**src/rtl/hdpldadapt_cmn_occ_burst_monitor_if.sv**
```systemverilog
// Observation bus between the OCC capture path / test controller and the burst monitor.
// master = test side (drives scan/OCC observations), slave = the monitor.
interface hdpldadapt_cmn_occ_burst_monitor_if #(
  parameter int ERR_CNT_WIDTH = 8
);
  logic                     scan_enable;
  logic                     occ_enable;
  logic                     atpg_mode;
  logic [1:0]               burst_cnt;
  logic                     occ_user_clken;
  logic [2:0]               pulse_cnt;
  logic                     burst_done;
  logic                     burst_err;
  logic                     err_sticky;
  logic                     leak_err;
  logic [ERR_CNT_WIDTH-1:0] err_count;

  modport master (
    output scan_enable, occ_enable, atpg_mode, burst_cnt, occ_user_clken,
    input  pulse_cnt, burst_done, burst_err, err_sticky, leak_err, err_count
  );

  modport slave (
    input  scan_enable, occ_enable, atpg_mode, burst_cnt, occ_user_clken,
    output pulse_cnt, burst_done, burst_err, err_sticky, leak_err, err_count
  );
endinterface

```
**src/rtl/hdpldadapt_cmn_occ_burst_monitor.sv**
```systemverilog
// OCC capture burst monitor: counts delivered user-clock enable pulses per capture window.
// Optional mismatch counter enabled by defining HDPLDADAPT_OCC_MON_ERR_CNT_EN.
//
// state | meaning
// IDLE  | shift / waiting for a capture start; watches for clock-enable leaks
// COUNT | capture window open, counting occ_user_clken pulses
// CHECK | window closed, publish count and compare against latched burst_cnt
module hdpldadapt_cmn_occ_burst_monitor #(
  parameter int SYNC_STAGES   = 2,
  parameter int TIMEOUT       = 16,
  parameter int ERR_CNT_WIDTH = 8
) (
  input logic                                 user_clk,
  input logic                                 rst_n,
  hdpldadapt_cmn_occ_burst_monitor_if.slave   mon
);

  localparam int              TMO_W    = $clog2(TIMEOUT);
  localparam logic [TMO_W-1:0] TMO_LOAD = TMO_W'(TIMEOUT - 1);

  typedef enum logic [1:0] {IDLE, COUNT, CHECK} state_t;

  state_t                 state;
  logic [SYNC_STAGES-1:0] se_sync;
  logic                   se_s;
  logic                   se_d;
  logic                   active;
  logic                   cap_start;
  logic                   mismatch;
  logic [2:0]             cnt;
  logic [1:0]             exp_q;
  logic [TMO_W-1:0]       tmo;
  logic [2:0]             pulse_cnt_q;
  logic                   burst_done_q;
  logic                   burst_err_q;
  logic                   err_sticky_q;
  logic                   leak_err_q;

  // Synchronizer resets to shift so reset release never looks like a falling scan_enable.
  always_ff @(posedge user_clk or negedge rst_n) begin
    if (!rst_n) begin
      se_sync <= '1;
      se_d    <= 1'b1;
    end else begin
      se_sync <= {se_sync[SYNC_STAGES-2:0], mon.scan_enable};
      se_d    <= se_s;
    end
  end

  assign se_s      = se_sync[SYNC_STAGES-1];
  assign active    = mon.atpg_mode & mon.occ_enable;
  assign cap_start = se_d & ~se_s;
  assign mismatch  = (cnt != {1'b0, exp_q});

  // Timeout is a down-counter loaded at window start; terminal count forces the check.
  always_ff @(posedge user_clk or negedge rst_n) begin
    if (!rst_n) begin
      state        <= IDLE;
      cnt          <= 3'd0;
      exp_q        <= 2'd0;
      tmo          <= '0;
      pulse_cnt_q  <= 3'd0;
      burst_done_q <= 1'b0;
      burst_err_q  <= 1'b0;
      err_sticky_q <= 1'b0;
      leak_err_q   <= 1'b0;
    end else begin
      burst_done_q <= 1'b0;
      burst_err_q  <= 1'b0;
      case (state)
        IDLE: begin
          if (active) begin
            if (se_s && mon.occ_user_clken) begin
              leak_err_q   <= 1'b1;
              err_sticky_q <= 1'b1;
            end
            if (cap_start) begin
              state <= COUNT;
              exp_q <= mon.burst_cnt;
              cnt   <= 3'd0;
              tmo   <= TMO_LOAD;
            end
          end
        end
        COUNT: begin
          if (!active) begin
            state <= IDLE;
          end else begin
            if (mon.occ_user_clken && (cnt != 3'd7)) cnt <= cnt + 3'd1;
            tmo <= tmo - 1'b1;
            if (se_s || (tmo == '0)) state <= CHECK;
          end
        end
        CHECK: begin
          state <= IDLE;
          if (active) begin
            pulse_cnt_q  <= cnt;
            burst_done_q <= 1'b1;
            burst_err_q  <= mismatch;
            if (mismatch) err_sticky_q <= 1'b1;
          end
        end
        default: state <= IDLE;
      endcase
    end
  end

`ifdef HDPLDADAPT_OCC_MON_ERR_CNT_EN
  logic [ERR_CNT_WIDTH-1:0] err_count_q;

  always_ff @(posedge user_clk or negedge rst_n) begin
    if (!rst_n) begin
      err_count_q <= '0;
    end else if ((state == CHECK) && active && mismatch && (err_count_q != '1)) begin
      err_count_q <= err_count_q + 1'b1;
    end
  end

  assign mon.err_count = err_count_q;
`else
  assign mon.err_count = {ERR_CNT_WIDTH{1'b0}};
`endif

  assign mon.pulse_cnt  = pulse_cnt_q;
  assign mon.burst_done = burst_done_q;
  assign mon.burst_err  = burst_err_q;
  assign mon.err_sticky = err_sticky_q;
  assign mon.leak_err   = leak_err_q;

endmodule
```
**src/flat_wrapper.sv**
```systemverilog
// flat-port wrapper written by rule: the top's interface ports become plain ports
module hdpldadapt_cmn_occ_burst_monitor_flat 
#(
  parameter int SYNC_STAGES   = 2,
  parameter int TIMEOUT       = 16,
  parameter int ERR_CNT_WIDTH = 8
)
  (user_clk, rst_n, mon_scan_enable, mon_occ_enable, mon_atpg_mode, mon_burst_cnt, mon_occ_user_clken, mon_pulse_cnt, mon_burst_done, mon_burst_err, mon_err_sticky, mon_leak_err, mon_err_count);
  hdpldadapt_cmn_occ_burst_monitor_if #(.ERR_CNT_WIDTH(ERR_CNT_WIDTH)) mon_i ();
  input logic user_clk;
  input logic rst_n;
  input wire logic [$bits(mon_i.scan_enable)-1:0] mon_scan_enable;
  input wire logic [$bits(mon_i.occ_enable)-1:0] mon_occ_enable;
  input wire logic [$bits(mon_i.atpg_mode)-1:0] mon_atpg_mode;
  input wire logic [$bits(mon_i.burst_cnt)-1:0] mon_burst_cnt;
  input wire logic [$bits(mon_i.occ_user_clken)-1:0] mon_occ_user_clken;
  output wire logic [$bits(mon_i.pulse_cnt)-1:0] mon_pulse_cnt;
  output wire logic [$bits(mon_i.burst_done)-1:0] mon_burst_done;
  output wire logic [$bits(mon_i.burst_err)-1:0] mon_burst_err;
  output wire logic [$bits(mon_i.err_sticky)-1:0] mon_err_sticky;
  output wire logic [$bits(mon_i.leak_err)-1:0] mon_leak_err;
  output wire logic [$bits(mon_i.err_count)-1:0] mon_err_count;
  assign mon_i.scan_enable = mon_scan_enable;
  assign mon_i.occ_enable = mon_occ_enable;
  assign mon_i.atpg_mode = mon_atpg_mode;
  assign mon_i.burst_cnt = mon_burst_cnt;
  assign mon_i.occ_user_clken = mon_occ_user_clken;
  assign mon_pulse_cnt = mon_i.pulse_cnt;
  assign mon_burst_done = mon_i.burst_done;
  assign mon_burst_err = mon_i.burst_err;
  assign mon_err_sticky = mon_i.err_sticky;
  assign mon_leak_err = mon_i.leak_err;
  assign mon_err_count = mon_i.err_count;
  hdpldadapt_cmn_occ_burst_monitor #(.SYNC_STAGES(SYNC_STAGES), .TIMEOUT(TIMEOUT), .ERR_CNT_WIDTH(ERR_CNT_WIDTH)) u_core (.user_clk(user_clk), .rst_n(rst_n), .mon(mon_i));
endmodule
```
**config.mk**
```make
export PLATFORM = sky130hd
export DESIGN_NAME = hdpldadapt_cmn_occ_burst_monitor_flat
export DESIGN_NICKNAME = d
export VERILOG_FILES = /design/src/rtl/hdpldadapt_cmn_occ_burst_monitor_if.sv /design/src/rtl/hdpldadapt_cmn_occ_burst_monitor.sv /design/src/flat_wrapper.sv
export SDC_FILE = /design/constraint.sdc
export NUM_CORES = 1
export LEC_CHECK = 0
export CAP_MARGIN = 10
export CORE_MARGIN = 4
export CORE_UTILIZATION = 49
export CTS_CLUSTER_DIAMETER = 100
export DETAILED_ROUTE_END_ITERATION = 8
export PLACE_DENSITY = 0.77
export SLEW_MARGIN = 25
export SYNTH_ARGS = -nofsm -noshare
export SYNTH_HDL_FRONTEND = slang
export SYNTH_SLANG_ARGS = --single-unit
```
**constraint.sdc**
```tcl
create_clock -name user_clk -period 2.1 [get_ports user_clk]
set_input_delay 0.21 -clock user_clk [delete_from_list [all_inputs] [get_ports user_clk]]
set_output_delay 0.21 -clock user_clk [all_outputs]
set_load 0.02 [all_outputs]
```
==> impl_metrics.csv, run 1 <==
group,metric,value,unit
status,status,"finished clean",
setup_path,path_cells,"ha_1 > ha_1 > nand4b_4 > or4_1 > o211ai_1",
setup_path,reg2reg_from,"u_core.cnt[0]",
logic_synthesis,synthCells,93,
placed_design,hpwl,1275,um
run,max_cap_viol_count,0,
clock_network,htree_levels,1,
global_routing,grt_first_pass_wirelength,3063,um
sta,hold_viol_final,0,
clock_network,cts_hold_buf,0,
global_routing,grtUsageMet1,0.1689,
logic_synthesis,yosys.area_share.simple,0.1911,
clock_network,clock_latency,0.30,ns
die,io-pin-count,23,
clock_network,post_cts_buffers,0,
logic_synthesis,synthArstFlopShare,1.000,
die,die_h,55.24,um
route,routed_wl,1698,um
global_routing,grt_antenna_before_repair,0,
clock_network,clock_sinks,21,
layout,layout-drive-gt1-share,0.1743,
clock_network,numCtsBuffers,3,
sta,setup_viol,0,
die,initial_utilization,0.5355,
logic_synthesis,synth-compound-area-share,0.09611,
clock_network,cts_buffer_depth,2,
global_routing,top_usage_layer,"met2",
layout,fill_cells,164,
sta,fmax,603.9,MHz
logic_synthesis,synth-seq-cells,21,
layout,area_delta_synth_final,14.99,%
logic_synthesis,muxShareOfSynthArea,0.08696,
logic_synthesis,synth_top_family_by_area,"simple AND/OR/NAND/NOR gates",
setup_path,worstPathArrival,1.88,ns
layout,multi_input_area,494.2,um2
logic_synthesis,synth_xor_xnor_area_share,0.01602,
setup_path,slowest_delay,0.47,ns
route,drt-initial-drc-count,8,
route,antenna_left,0,
layout,nets,121,
logic_synthesis,yosysSeqAreaShare,0.4840,
setup_path,cp_common_cell,"ha_1",
global_routing,track_usage,0.1221,
power,p_per_area,677.9,mW/mm2
placed_design,gp_congestion,0.7441,
setup_path,crit_type,"reg2reg",
global_routing,grtUsageMet2,0.1875,
sta,slew_viol_final,0,
logic_synthesis,yosysWarnings,0,
route,wire_per_inst,12.49,um
route,route.detailed.drc,0,
sta,fin_tns_setup,0,ns
die,die_w,55.24,um
die,rows,16,
die,core,0.002042,mm2
global_routing,use_met3,0.02098,
setup_path,crit_start,"u_core.cnt[0]",
layout,final_core_util,0.6158,
global_routing,grt_max_degree,22,
power,ir_worst_vdd,0.3867,mV
setup_path,critPathLaunchType,"register",
die,dieArea,0.003051,mm2
logic_synthesis,synth-main-ff-cell,"dfrtp_1",
logic_synthesis,syn_area,0.001094,mm2
sta,fin_worst_skew,0.001996,ns
setup_path,cp_data_required_time,2.32,ns
setup_path,crit_path_end_kind,"register",
clock_network,cts.clk_slew.worst_paths,0.10,ns
logic_synthesis,ys_types,41,
sta,min_period,1.656,ns
logic_synthesis,synth_edf_count,0,
sta,rsz0062_at_grt,"no",
setup_path,path_max_fanout,6,
setup_path,worst_path_max_delay_cell,"dfrtp_1",
clock_network,cts_resized,0,
sta,post-route-period-util,0.7885,
route,vias_per_cell,5.301,
layout,antenna_cells,0,
power,p_leak,0.6227,nW
placed_design,io_buffers,14,
worst_hold_path,hp-class,"in2async",
route,vias,721,
global_routing,grt_pass1_vias,707,
logic_synthesis,synthAdderAreaFrac,0.03432,
global_routing,grt_overflow,0,
layout,regArea,529.3,um2
clock_network,clockRootBuffer,"clkbuf_4",
logic_synthesis,syn_area_per_cell,11.76,um2
clock_network,cts_tree,"built",
route,drt_pre_antenna_iters,4,
[layout make-up]
cell class	count	share of cell area
clock buffer	4	0.02090
timing repair buffer	15	0.1174
inverter	7	0.02090
multi-input combinational	62	0.3930
tap	27	0.02687
sequential	21	0.4209
[worst paths after layout]
check,slack (ns),end,cells after the start
setup / recovery,0.44,u_core.cnt[0],5
hold / removal,0.23,u_core.exp_q[0],2
setup reg to reg,0.44,u_core.cnt[0],5
hold reg to reg,0.36,u_core.se_sync[1],0
max in group asynchronous,1.60,u_core.se_sync[1],2
min in group user_clk,0.30,u_core.se_sync[0],1
[stage by stage]
| step | setup WS, ns | power [mW] | std cells | cell area [um2] | hold slack (ns) |
|---|---|---|---|---|---|
| 2_1_floorplan | 0.5629 | 0.6231 | 100 | 1120 | -0.08559 |
| 3_3_place_gp | 0.4760 | 0.6684 | 132 | 1231 | 0.3471 |
| 3_5_place_dp | 0.4498 | 0.6754 | 132 | 1231 | 0.3479 |
| 4_1_cts | 0.4415 | 0.8659 | 136 | 1257 | 0.2293 |
| 5_1_grt | 0.3406 | 0.9084 | 136 | 1257 | 0.2373 |
| 6_report | 0.4442 | 0.8524 | 136 | 1257 | 0.2324 |
[synth_stat cells, types with 2 or more instances]
| cell | number | area share |
|---|---|---|
| buf_2 | 2 | 0.0092 |
| buf_4 | 8 | 0.055 |
| dfrtp_1 | 18 | 0.41 |
| dfstp_2 | 3 | 0.072 |
| ha_1 | 3 | 0.034 |
| inv_1 | 7 | 0.024 |
| mux2_4 | 5 | 0.069 |
| mux2i_1 | 2 | 0.018 |
| nand2_1 | 2 | 0.0069 |
| nand4b_1 | 2 | 0.016 |
| nor2_1 | 4 | 0.014 |
| nor2b_1 | 2 | 0.011 |
| nor3_1 | 2 | 0.0092 |
| o21ai_0 | 4 | 0.018 |
| o22ai_1 | 2 | 0.011 |
| xor2_1 | 2 | 0.016 |
[layout by cell type, fill, tap and decap left out, types with 2 or more instances in the layout]
cell type	netlist	routed
dfrtp_1	18	18
nor2_1	4	4
xor2_1	2	2
nand4b_1	2	2
ha_1	3	3
nor3_1	2	2
mux2_4	5	5
inv_1	7	7
o22ai_1	2	2
nand2_1	2	2
nor2b_1	2	2
conb_1	1	8
dfstp_2	3	3
clkbuf_4	0	3
mux2i_1	2	2
o21ai_0	4	4
clkdlybuf4s50_1	0	14
[layer usage]
metal | vias up | routed length (um)
li1 | 349 | -
met1 | 346 | 821
met2 | 24 | 751
met3 | 2 | 109
met4 | 0 | 16
met5 | - | 0
[state kept, by name, summed over array words and instances, names as in the netlist]
name,flops
u_core.tmo,4
u_core.cnt,3
u_core.mon.pulse_cnt,3
u_core.exp_q,2
u_core.se_sync,2
u_core.state,2
u_core.mon.burst_done,1
u_core.mon.burst_err,1
u_core.mon.err_sticky,1
u_core.mon.leak_err,1
u_core.se_d,1
[critical path: cells and delay by family (launching register included)]
family                     cells  cell delay [ns]
AOI/OAI and AO/OA              1             0.10
and+or+nand+nor                2             0.60
adders and majority gates      2             0.41
DFF                            1             0.47
[power by group]
| group | leakage (nW) | switching (mW) | internal [mW] |
|---|---|---|---|
| registers | 0.255 | 0.0418 | 0.452 |
| clock network | 0.0150 | 0.113 | 0.0740 |
| logic | 0.352 | 0.0831 | 0.0892 |
[cells by family (layout without fill, tap and decap cells)]
logic type / count (synthesis) / count (layout)
xor gates and xnor gates: 2 / 2
buffers and inverters: 17 / 26
and+or+nand+nor: 27 / 27
AOI/OAI and AO/OA: 15 / 15
muxes: 7 / 7
adders and majority gates: 3 / 3
other: 1 / 8
DFF: 21 / 21
Power figures use the tool's default switching activity.
==> run 2: changes to the inputs <==
Settings changed: CORE_UTILIZATION 49 to 44, PLACE_DENSITY 0.77 to 0.73.
Clock period 2.1 ns to 1.5 ns, I/O delays scaled along.
==> run 2 against run 1 <==
Net effect: worst hold slack worse by 0.051 ns; die area up 9.7%; clock-buffer cell count down 1; utilization down 4.6 points; register-to-register slack worse by 0.43 ns; global-route usage up 0.88 points; sequential power up 39%; largest cell class unchanged.
==> impl_metrics.csv, run 2 (same netlist as run 1, synthesis figures left out) <==
group,metric,value,unit
layout,antenna_cells,0,
sta,fin_hold_ws,0.1812,ns
route,wire_per_inst,13.13,um
global_routing,use_met3,0.03786,
clock_network,clockRootBuffer,"clkbuf_4",
setup_path,crit_buf_inv,0,
setup_path,worstSetupEndpoint,"u_core.cnt[0]",
clock_network,htree_levels,1,
die,die_w,57.86,um
setup_path,crit_type,"reg2reg",
die,rows,17,
setup_path,reg2reg_depth,5,
setup_path,worst_path_max_delay_cell,"dfrtp_1",
setup_path,rr_endpoint,"u_core.cnt[0]",
clock_network,post_cts_buffers,0,
route,vias,733,
placed_design,io_buffers,14,
layout,nets,127,
setup_path,cp_data_required_time,1.73,ns
sta,rsz0062_at_grt,"yes",
die,initial_utilization,0.4760,
global_routing,grt_overflow,0,
setup_path,path_max_fanout,2,
global_routing,grt_antenna_before_repair,0,
sta,hold_viol_final,0,
setup_path,crit_start,"u_core.cnt[0]",
layout,final_core_util,0.5703,
setup_path,crit_path_end_kind,"register",
sta,fin_worst_skew,0.006356,ns
layout,layout_common_cells,"dfrtp_1, clkdlybuf4s50_1, conb_1",
die,io-pin-count,23,
clock_network,cts_buffer_depth,2,
clock_network,clock_sinks,21,
setup_path,critical_path_depth,5,
power,p_leak,0.6504,nW
layout,top_register,"u_core.tmo",
run,max_cap_viol_count,0,
setup_path,worstPathArrival,1.72,ns
layout,area_delta_synth_final,19.79,%
setup_path,reg2reg_from,"u_core.cnt[0]",
sta,post-route-period-util,0.9933,
global_routing,grt_first_pass_wirelength,3346,um
setup_path,cp_common_cell,"ha_2",
clock_network,cts_tree,"built",
sta,fmax,671.2,MHz
global_routing,grt_pass1_vias,747,
layout,mostFrequentLayoutCell,"dfrtp_1",
global_routing,grtUsageMet2,0.2032,
power,ir_worst_vdd,0.5896,mV
setup_path,critPathLaunchType,"register",
route,routed_wl,1878,um
setup_path,r2r_slack,0.01,ns
layout,layout-drive-gt1-share,0.2435,
sta,slew_viol_final,0,
setup_path,slowest_delay,0.42,ns
route,vias_per_cell,5.126,
die,dieArea,0.003347,mm2
clock_network,cts.clk_slew.worst_paths,0.12,ns
setup_path,path_cells,"ha_2 > ha_2 > nand4b_4 > or4_1 > o211ai_1",
status,status,"finished clean",
route,route.detailed.drc,0,
route,drt_pre_antenna_iters,4,
power,p_per_area,925.5,mW/mm2
worst_hold_path,hp-class,"in2async",
sta,min_period,1.490,ns
global_routing,track_usage,0.1309,
setup_path,crit_family,"simple AND/OR/NAND/NOR gates",
placed_design,gp_congestion,0.8209,
clock_network,clock_latency,0.30,ns
route,drt-initial-drc-count,11,
sta,setup_viol,0,
route,antenna_left,0,
layout,largest_register_ffs,4,
global_routing,grt_max_degree,22,
global_routing,grtUsageMet1,0.1697,
die,die_h,57.86,um
die,core,0.002297,mm2
global_routing,top_usage_layer,"met2",
clock_network,numCtsBuffers,3,
## run 2: through the flow
stage	instance area (um2)	std cells	worst slack [ns]	setup TNS [ns]	total power, mW
CTS	1310	143	0.01347	0	1.227
floorplan	1122	100	-0.008999	-0.008999	0.8726
finish	1310	143	0.01011	0	1.212
global placement	1280	139	-0.04677	-0.2312	0.9492
global route	1310	143	-0.03030	-0.05152	1.296
detailed placement	1280	139	-0.09879	-0.4942	0.9592
## run 2: area by class of cell
type	count	area, um2
fillers	192	987.2
repair buffers	21	192.7
inverters	7	26.28
clock buffers	3	22.52
clock inverters	1	5.005
well taps	28	35.03
flip-flops and latches	21	529.3
multi-input cells	62	499.2
## run 2: power breakdown
part / switching [mW] / internal, mW / total (mW)
clock network: 0.165 / 0.0993 / 0.264
logic: 0.127 / 0.135 / 0.262
registers: 0.0536 / 0.632 / 0.686
## run 2: timing repair
item | in CTS | in global routing
setup endpoints to repair | 1 | 3
endpoints found under the hold margin | 0 | 0
pin swaps | 1 | 1
gates resized for setup | 1 | 0
hold buffers | 0 | 0
## run 2: worst reg2reg max path, delay by kind of cell (launching register included)
family,cells,cell delay [ns]
fa+ha+maj,2,0.34
flops,1,0.42
simple gates,2,0.56
compound gates,1,0.09
## run 2: layer usage
metal  up-vias  wire length, um  share of wire
met1       352              859           0.46
met3         2              119          0.063
met2        23              880           0.47
met5         -                0              0
met4         0               18         0.0096
li1        356                -              -
## run 2: how the worst min path moves through the flow
stage | cells past startpoint | slack [ns] | to | from
detailed placement | 0 | 0.35 | u_core.se_sync[1] | u_core.se_sync[0]
floorplan | 0 | -0.15 | u_core.cnt[0] | rst_n
global route | 2 | 0.19 | u_core.tmo[3] | rst_n
global placement | 0 | 0.35 | u_core.se_sync[1] | u_core.se_sync[0]
CTS | 2 | 0.18 | u_core.tmo[3] | rst_n
finish | 2 | 0.18 | u_core.tmo[3] | rst_n
==> run 3: changes to the inputs <==
Settings changed: CTS_BUF_LIST set to sky130_fd_sc_hd__clkbuf_8 sky130_fd_sc_hd__clkbuf_16.
==> run 3 against run 2 <==
Net effect: critical path depth stayed put; clock power is 36% higher; sequential cell count stayed put; clock skew is 0.0027 ns lower; non-clock buffer count stayed put; utilization is 0.98 points higher; critical endpoint unchanged; largest power group unchanged.
==> impl_metrics.csv, run 3 (same netlist as run 1, synthesis figures left out) <==
group,metric,value,unit
status,status,"finished clean",
layout,fin_area,0.001333,mm2
global_routing,use_met3,0.03118,
layout,antenna_cells,0,
sta,min_period,1.488,ns
power,p_per_area,981.2,mW/mm2
sta,post-route-period-util,0.9920,
setup_path,worstPathArrival,1.66,ns
power,ir_worst_vdd,0.6812,mV
setup_path,crit_type,"reg2reg",
setup_path,r2r_slack,0.01,ns
clock_network,cts_hold_buf,0,
clock_network,cts_tree,"built",
setup_path,cp_common_cell,"ha_2",
global_routing,top_usage_layer,"met2",
global_routing,grtUsageMet2,0.1984,
clock_network,clockRootBuffer,"clkbuf_8",
setup_path,critPathLaunchType,"register",
route,route.detailed.drc,0,
route,routed_wl,1865,um
route,antenna_left,0,
global_routing,grt_overflow,0,
sta,setup_viol,0,
layout,largest_register_ffs,4,
worst_hold_path,hp-class,"in2async",
die,die_h,57.86,um
clock_network,htree_levels,1,
route,vias_per_cell,5.049,
sta,layout_setup_ws,0.01196,ns
setup_path,worst_path_max_delay_cell,"dfrtp_1",
clock_network,clock_latency,0.25,ns
die,rows,17,
setup_path,path_cells,"ha_2 > ha_2 > nand4b_4 > or4_1 > o211ai_1",
global_routing,grt_pass1_vias,741,
layout,fin_cells,143,
die,io-pin-count,23,
layout,area_delta_synth_final,21.85,%
global_routing,grt_max_degree,22,
layout,layout-drive-gt1-share,0.2435,
run,max_cap_viol_count,0,
placed_design,placed_cells,139,
placed_design,place_area,0.001280,mm2
global_routing,track_usage,0.1253,
layout,nets,127,
layout,top_register,"u_core.tmo",
sta,fin_hold_ws,0.2360,ns
power,p_leak,0.6598,nW
global_routing,grt_antenna_before_repair,0,
clock_network,post_cts_buffers,0,
layout,layout_common_cells,"dfrtp_1, clkdlybuf4s50_1, conb_1",
placed_design,pre_cts_ws,-0.09879,ns
setup_path,crit_path_end_kind,"register",
route,drt-initial-drc-count,5,
placed_design,io_buffers,14,
setup_path,cp_data_required_time,1.67,ns
sta,fin_tns_setup,0,ns
layout,final_core_util,0.5801,
die,core,0.002297,mm2
layout,mostFrequentLayoutCell,"dfrtp_1",
route,drt_pre_antenna_iters,4,
die,dieArea,0.003347,mm2
sta,fin_worst_skew,0.003614,ns
sta,hold_viol_final,0,
global_routing,grt_first_pass_wirelength,3256,um
clock_network,clock_sinks,21,
layout,fill_cells,189,
sta,slew_viol_final,0,
die,die_w,57.86,um
route,vias,722,
route,wire_per_inst,13.04,um
sta,rsz0062_at_grt,"yes",
die,initial_utilization,0.4760,
power,power,1.307,mW
sta,fmax,672.0,MHz
clock_network,cts.clk_slew.worst_paths,0.07,ns
placed_design,gp_congestion,0.8209,
setup_path,path_max_fanout,2,
clock_network,numCtsBuffers,3,
setup_path,slowest_delay,0.41,ns
global_routing,grtUsageMet1,0.1655,
clock_network,cts_buffer_depth,2,
-- run 3: routing by layer --
layer  wire length, um  up-vias
li1                  -      356
met1               879      343
met2               864       21
met3               106        2
met4                16        0
met5                 0        -
-- run 3: repair_timing --
item,in CTS,in global routing
pin swaps,1,1
endpoints found under the setup margin,1,3
resized for setup,0,2
-- run 3: layout make-up --
| class | count | area, um2 | share of cell area |
|---|---|---|---|
| Sequential cell | 21 | 529.3 | 0.3972 |
| Multi-Input combinational cell | 62 | 499.2 | 0.3746 |
| Timing Repair Buffer | 21 | 196.4 | 0.1474 |
| Clock buffer | 3 | 41.29 | 0.03099 |
| Tap cell | 28 | 35.03 | 0.02629 |
| Inverter | 7 | 26.28 | 0.01972 |
| Clock inverter | 1 | 5.005 | 0.003756 |
-- run 3: worst paths after layout --
check	to	startpoint	cells after the start
min in group user_clk	u_core.se_sync[0]	mon_scan_enable	1
setup / recovery	u_core.cnt[0]	u_core.cnt[0]	5
hold / removal	u_core.exp_q[1]	rst_n	2
max in group asynchronous	u_core.se_d	rst_n	2
hold reg to reg	u_core.se_sync[1]	u_core.se_sync[0]	0
setup reg to reg	u_core.cnt[0]	u_core.cnt[0]	5
-- run 3: worst max-delay path, delay by kind of cell, from the launching register on --
kind,cells,cell delay [ns]
AOI/OAI and AO/OA,1,0.09
adders and majority gates,2,0.34
DFF,1,0.41
and+or+nand+nor,2,0.56
-- run 3: power by group --
group,leakage [nW],internal [mW],switching (mW)
clock,0.0255,0.185,0.174
sequential,0.255,0.633,0.0534
combinational,0.379,0.135,0.128
